`config.mk`:
```
export PLATFORM = sky130hd
export DESIGN_NAME = hack_ctrl
export DESIGN_NICKNAME = d
export VERILOG_FILES = /design/src/rtl/hack_ctrl.sv
export SDC_FILE = /design/constraint.sdc
export NUM_CORES = 1
export LEC_CHECK = 0
export ABC_AREA = 1
export CAP_MARGIN = 0
export CORE_AREA = 2 2 119 121
export CTS_BUF_LIST = sky130_fd_sc_hd__clkbuf_8 sky130_fd_sc_hd__clkbuf_16
export DETAILED_ROUTE_END_ITERATION = 8
export DIE_AREA = 0 0 121 123
export DONT_BUFFER_PORTS = 1
export SETUP_SLACK_MARGIN = 0.15
export SLEW_MARGIN = 5
export SYNTH_ARGS = -nofsm -noshare
export SYNTH_HDL_FRONTEND = slang
export SYNTH_SLANG_ARGS = --single-unit
export TNS_END_PERCENT = 30
```
`constraint.sdc`:
```
create_clock -name clk -period 1.2 [get_ports clk]
set_input_delay 0.06 -clock clk [delete_from_list [all_inputs] [get_ports clk]]
set_output_delay 0.06 -clock clk [all_outputs]
set_load 0.01 [all_outputs]
```
`src/rtl/hack_ctrl.sv`:
```
// hack_ctrl: Hack CPU control FSM driving an external ALU, ROM and RAM; define HACK_CTRL_HALT_EN to halt on a jump-to-self
module hack_ctrl (
  input  logic        clk,
  input  logic        rst_n,
  output logic        rom_req,
  output logic [14:0] rom_addr,
  input  logic        rom_ack,
  input  logic [15:0] rom_data,
  output logic        ram_rd,
  output logic        ram_wr,
  output logic [14:0] ram_addr,
  output logic [15:0] ram_wdata,
  input  logic        ram_ack,
  input  logic [15:0] ram_rdata,
  output logic [15:0] alu_x,
  output logic [15:0] alu_y,
  output logic        zx,
  output logic        nx,
  output logic        zy,
  output logic        ny,
  output logic        f,
  output logic        no,
  input  logic [15:0] alu_out,
  input  logic        alu_zr,
  input  logic        alu_ng,
  output logic [14:0] pc,
  output logic        halted
);
  typedef enum logic [2:0] {
    FETCH, DECODE, MEMRD, EXEC, MEMWR
`ifdef HACK_CTRL_HALT_EN
    , HALT
`endif
  } state_t;
  state_t state, nxt;
  logic [15:0] a, d, m, ir, wd;
  logic [14:0] wa;
  logic jmp;
  assign jmp = (ir[2] & alu_ng) | (ir[1] & alu_zr) | (ir[0] & ~alu_zr & ~alu_ng);
`ifdef HACK_CTRL_HALT_EN
  logic hit;
  assign hit = &ir[2:0] && a[14:0] == pc;
  assign halted = state == HALT;
`else
  assign halted = 1'b0;
`endif
  assign rom_req = rst_n && state == FETCH;
  assign ram_rd = state == MEMRD;
  assign ram_wr = state == MEMWR;
  assign rom_addr = pc;
  assign ram_addr = state == MEMWR ? wa : a[14:0];
  assign ram_wdata = wd;
  assign alu_x = d;
  assign alu_y = ir[12] ? m : a;
  assign {zx, nx, zy, ny, f, no} = ir[11:6];
  always_comb begin
    nxt = state;
    case (state)
      FETCH:  nxt = rom_ack ? DECODE : FETCH;
      DECODE: nxt = !ir[15] ? FETCH : ir[12] ? MEMRD : EXEC;
      MEMRD:  nxt = ram_ack ? EXEC : MEMRD;
`ifdef HACK_CTRL_HALT_EN
      EXEC:   nxt = hit ? HALT : ir[3] ? MEMWR : FETCH;
`else
      EXEC:   nxt = ir[3] ? MEMWR : FETCH;
`endif
      MEMWR:  nxt = ram_ack ? FETCH : MEMWR;
      default: nxt = state;
    endcase
  end
  always_ff @(posedge clk or negedge rst_n)
    if (!rst_n) begin
      state <= FETCH;
      pc <= '0;
      a <= '0;
      d <= '0;
      m <= '0;
      ir <= '0;
      wa <= '0;
      wd <= '0;
    end else begin
      state <= nxt;
      if (state == FETCH && rom_ack) ir <= rom_data;
      if (state == DECODE && !ir[15]) begin
        a <= ir;
        pc <= pc + 15'd1;
      end
      if (state == MEMRD && ram_ack) m <= ram_rdata;
      if (state == EXEC) begin
        if (ir[4]) d <= alu_out;
        if (ir[5]) a <= alu_out;
        pc <= jmp ? a[14:0] : pc + 15'd1;
        wa <= a[14:0];
        wd <= alu_out;
      end
    end
endmodule

```
; ---- Yosys cells after proc, flatten, opt, wreduce, memory -nomap -nowiden
; Index checks and enable logic that the tools add are counted.
[op_classes]
mux = 15
bitwise_logic = 8
addsub = 1
eq_ne = 4
n_reduce_logical = 9
[ops]
columns = cell, count
row1 = $mux W16, 4
row2 = $mux W15, 4
row3 = $add A15 B1 Y15 const B, 1
row4 = $pmux W3 S5, 1
row5 = $eq A3 B2 Y1 const B, 2
row6 = $mux W3, 2
row7 = $reduce_bool A5 Y1, 1
row8 = $and A1 B1 Y1, 4
row9 = $logic_and A1 B1 Y1, 4
row10 = $eq A3 B1 Y1 const B, 1
row11 = $eq A3 B3 Y1 const B, 1
row12 = $logic_not A3 Y1, 1
row13 = $mux W1, 3
row14 = $mux W2, 1
row15 = $not A1 Y1, 2
row16 = $or A1 B1 Y1, 2
row17 = $reduce_and A2 Y1, 1
row18 = $reduce_bool A2 Y1, 1
row19 = $logic_not A1 Y1, 1
[word_totals]
output_inout_bits = 103
input_bits = 54
ff_bits = 113

; ---- Depth between registers and ports, before layout
[depth]
ltp_word = 6
mapped_depth = 9

; ---- Least setup slack after synthesis
; OpenSTA, ideal clock, no wires.
[synth_timing]
path_kind = register to register
startpoint = register pc[0]
endpoint = register pc[14]
path_stages_with_launch = 9
setup_slack_ns = -0.176
t_required_ns = 1.084
arrival_time_ns = 1.260
path_cell_list = dfrtp_1 > ha_1 > nand2_1 > nor2_1 > nand3_1 > nand2_1 > nand3_1 > nand2_1 > nand2_1
[synth_between]
elab_chain_len = 3
[synth_lines]
columns = element, line
row1 = from (decl), 26  ; output logic [14:0] pc,
row2 = from (signal assigned), 86  ; pc <= pc + 15'd1;
row3 = from (signal assigned), 92  ; pc <= jmp ? a[14:0] : pc + 15'd1;
row4 = $add A15 B1 Y15 (*), "86, 92"
row5 = $mux W15 (on tied branches), "84, 92"
row6 = $mux W15 (*), 89  ; if (state == EXEC) begin
; Mark *: on every way between the ends. The rest lies on a longest branch, timed or not. The select of a mux whose other input is x is not followed.
; A chain may end at the register's enable or synchronous reset.

; ---- Worst setup path in the final report
[layout_timing]
startpoint = register state[1]
endpoint = output port ram_addr[4]
[layout_between]
elab_chain_len = 2
[layout_lines]
columns = element, line
row1 = from (decl), 35  ; state_t state, nxt;
row2 = from (signal assigned), 82  ; state <= nxt;
row3 = $eq A3 B3 Y1, 51  ; assign ram_addr = state == MEMWR ? wa : a[14:0];
row4 = $mux W15, 51
row5 = to (decl), 11  ; output logic [14:0] ram_addr,
; No other way between the ends.

==> flow_metrics.py <==
metrics = {
    "outcome": {
        "status": "finished with violations",
        "violations": "hold timing, setup timing",
    },
    "layout": {
        "drive_above_1_share": 0.4087,
        "stdcell_count": 985,
        "fin_nets": 847,
        "area.growth.synth_to_final_pct": 60.04,
        "fin_area_um2": 8588,
        "final_cell_mix": "141 x nand2_1, 110 x dfrtp_1, 69 x nand2_2, 54 x buf_6, 49 x dlygate4sd3_1",
        "diodes": 0,
        "nFillCells": 1018,
        "final_common_cell": "nand2_1",
    },
    "timing": {
        "holdWs_ns": -0.6658,
        "fmax_ghz": 0.5837,
        "slew_headroom": 0.4318,
        "skew_ns": 0.007680,
        "setup_slack_ns": -0.5133,
        "period_share": 1.428,
        "hold_viol_final": 115,
        "setup_viol": 147,
        "tightest_slew_ns": 0.8494,
        "layout_min_cycle_time_ns": 1.713,
        "maxSlewViolCount": 0,
        "rsz0062_at_grt": "yes",
    },
    "critical_path": {
        "cp_max_fo": 11,
        "path_class": "reg -> out",
        "cp.arrival_ns": 1.65,
        "start_kind": "register",
        "required_ns": 1.14,
        "end_kind": "output port",
    },
    "cts": {
        "htree_num_levels": 4,
        "ctsLongestPathBuffers": 2,
        "path_clk_slew_ns": 0.06,
        "numCtsBuffers": 17,
        "clock_sinks": 113,
        "cts_tree": "yes",
        "hold_buffers": 49,
        "cts_root_buf": "clkbuf_16",
        "clkLatencyLatePin_ns": 0.42,
    },
    "routing": {
        "drt_first_iter_violations": 299,
        "wire_per_inst_um": 18.64,
        "antenna_left": 0,
        "viasPerCell": 5.395,
        "drt_pass1_iterations": 5,
        "vias": 5314,
        "drt-total-wl_um": 18360,
        "drc_errors": 0,
    },
    "synthesis": {
        "syn_nets": 700,
        "synth_area_um2": 5366,
        "yosysUniqueCellTypes": 31,
        "yosysWarnings": 0,
        "synthCells": 645,
        "yosysSeqAreaShare": 0.5269,
        "ys_seq_elements": 113,
        "syn_avg_cell_area_um2": 8.320,
    },
    "power_and_ir_drop": {
        "power.clock.fraction": 0.570,
        "power_mw": 9.352,
        "p_int_mw": 7.394,
        "netSwitchingFraction": 0.2094,
        "power_density_nw_per_um2": 1089,
        "vdd_drop_max_mv": 0.7917,
        "combPwrFrac": 0.022,
        "p_leak_nw": 4.321,
        "p_switching_mw": 1.958,
        "seq_power_share": 0.408,
    },
    "floorplan": {
        "initial_core_util": 0.3942,
        "die_h_um": 123,
        "coreArea_um2": 13610,
        "dieWidth_um": 121,
        "ios": 157,
        "die_area_um2": 14880,
        "row_count": 43,
    },
    "placement": {
        "finalWeightedCongestion": 0.8275,
        "port_buffers": 0,
        "placed_area_um2": 6138,
        "dp_cells": 873,
        "dp_hpwl_um": 10830,
    },
    "global_route": {
        "grt_usage": 0.2341,
        "antenna_found_initial": 0,
        "grt_first_pass_wirelength_um": 26660,
        "overflow": 0,
        "grt_pass1_vias": 5209,
        "grt_max_degree": 115,
    },
    "run": {
        "drv_cap": 0,
    },
    "worst_hold_path": {
        "hp-class": "in -> async",
    },
}
metrics by stage:
step | TNS [ns] | worst slack [ns] | hold slack (ns) | util
6_report | -46.37 | -0.5133 | -0.6658 | 0.6309
5_1_grt | -57.33 | -0.5562 | -0.6829 | 0.6309
4_1_cts | -42.40 | -0.4515 | -0.6711 | 0.5781
3_5_place_dp | -11.28 | -0.1969 | -0.2285 | 0.4510
3_3_place_gp | -8.124 | -0.1680 | -0.2294 | 0.4510
2_1_floorplan | -6.158 | -0.1159 | -0.2356 | -
path summary, 6_finish.rpt:
kind                                from            end  slack [ns]  cells past startpoint
worst min-delay path               rst_n  ram_wdata[11]       -0.67                      0
worst max-delay path            state[1]    ram_addr[4]       -0.51                      7
min in group clk                 rom_ack       state[0]       -0.05                      4
worst min register to register      m[3]           m[3]        0.48                      2
max in group asynchronous          rst_n          wa[9]        1.74                      0
worst max register to register  state[1]          ir[7]       -0.51                      8
power groups by stage:
stage,Combinational [mW],Sequential (mW),Clock [mW]
detailed placement,0.0480,3.88,0
CTS,0.191,3.82,5.35
floorplan,0.0391,3.88,0
global route,0.218,3.82,5.52
global placement,0.0479,3.88,0
finish,0.204,3.82,5.33
cell type report:
cell class / count / area, um^2 / share of cell area
clock inverters: 15 / 192.7 / 0.02244
flip-flops and latches: 113 / 2831 / 0.3297
multi-input cells: 440 / 2801 / 0.3262
clock buffers: 17 / 425.4 / 0.04953
repair buffers: 170 / 1894 / 0.2206
inverters: 50 / 217.7 / 0.02535
well taps: 180 / 225.2 / 0.02622
routing by layer:
metal,up-vias,share of wire,GRT usage
li1,2386,-,-
met1,2674,0.38,0.2687
met2,209,0.54,0.4112
met3,45,0.054,0.05904
met4,0,0.030,0.1083
met5,-,0,0
critical path, cell delays in order, from the launching register on:
cell     delay, ns
dfrtp_1       0.41
nor2_4        0.15
nand2_4       0.10
buf_12        0.17
inv_8         0.08
nand2_1       0.05
o21ai_1       0.10
buf_4         0.16
state kept, by name (all words and copies together) (netlist names):
register   count
pc            15
ram_wdata     16
m             16
a             16
alu_x         16
ir            16
state          3
wa            15
synthesized netlist by cell type (all sizes together):
library cell | n | area, um^2
nand2 | 226 | 870.8
dfrtp | 113 | 2828
o21ai | 84 | 420.4
inv | 50 | 187.7
nand3 | 47 | 260.3
nor2 | 32 | 132.6
buf | 31 | 227.7
o22ai | 14 | 87.58
mux2 | 13 | 146.4
clkbuf | 12 | 45.04
nand4 | 5 | 31.28
a21oi | 4 | 20.02
nand3b | 4 | 30.03
xnor2 | 3 | 26.28
and3 | 1 | 6.260
conb | 1 | 3.750
ha | 1 | 12.51
nor3 | 1 | 5.000
o21bai | 1 | 7.510
o221ai | 1 | 8.760
xor2 | 1 | 8.760
kinds of logic after synthesis:
kind of cell / Yosys count / share of synthesized area
adder cells (fa/ha/maj): 1 / 0.002331
AND/OR/NAND/NOR: 316 / 0.2490
buffers and inverters: 93 / 0.08580
AO/OA/AOI/OAI: 104 / 0.1014
multiplexers: 13 / 0.02728
flip-flops: 113 / 0.5269
other: 1 / 0.0006988
XOR/XNOR: 4 / 0.006530
repair_timing:
action,CTS,global route
endpoints found under the setup margin,177,177
buffers inserted,16,3
pin swaps,17,28
endpoints found under the hold margin,195,115
gates cloned,5,7
gates resized for setup,130,155
(Power assumes the default switching activity.)
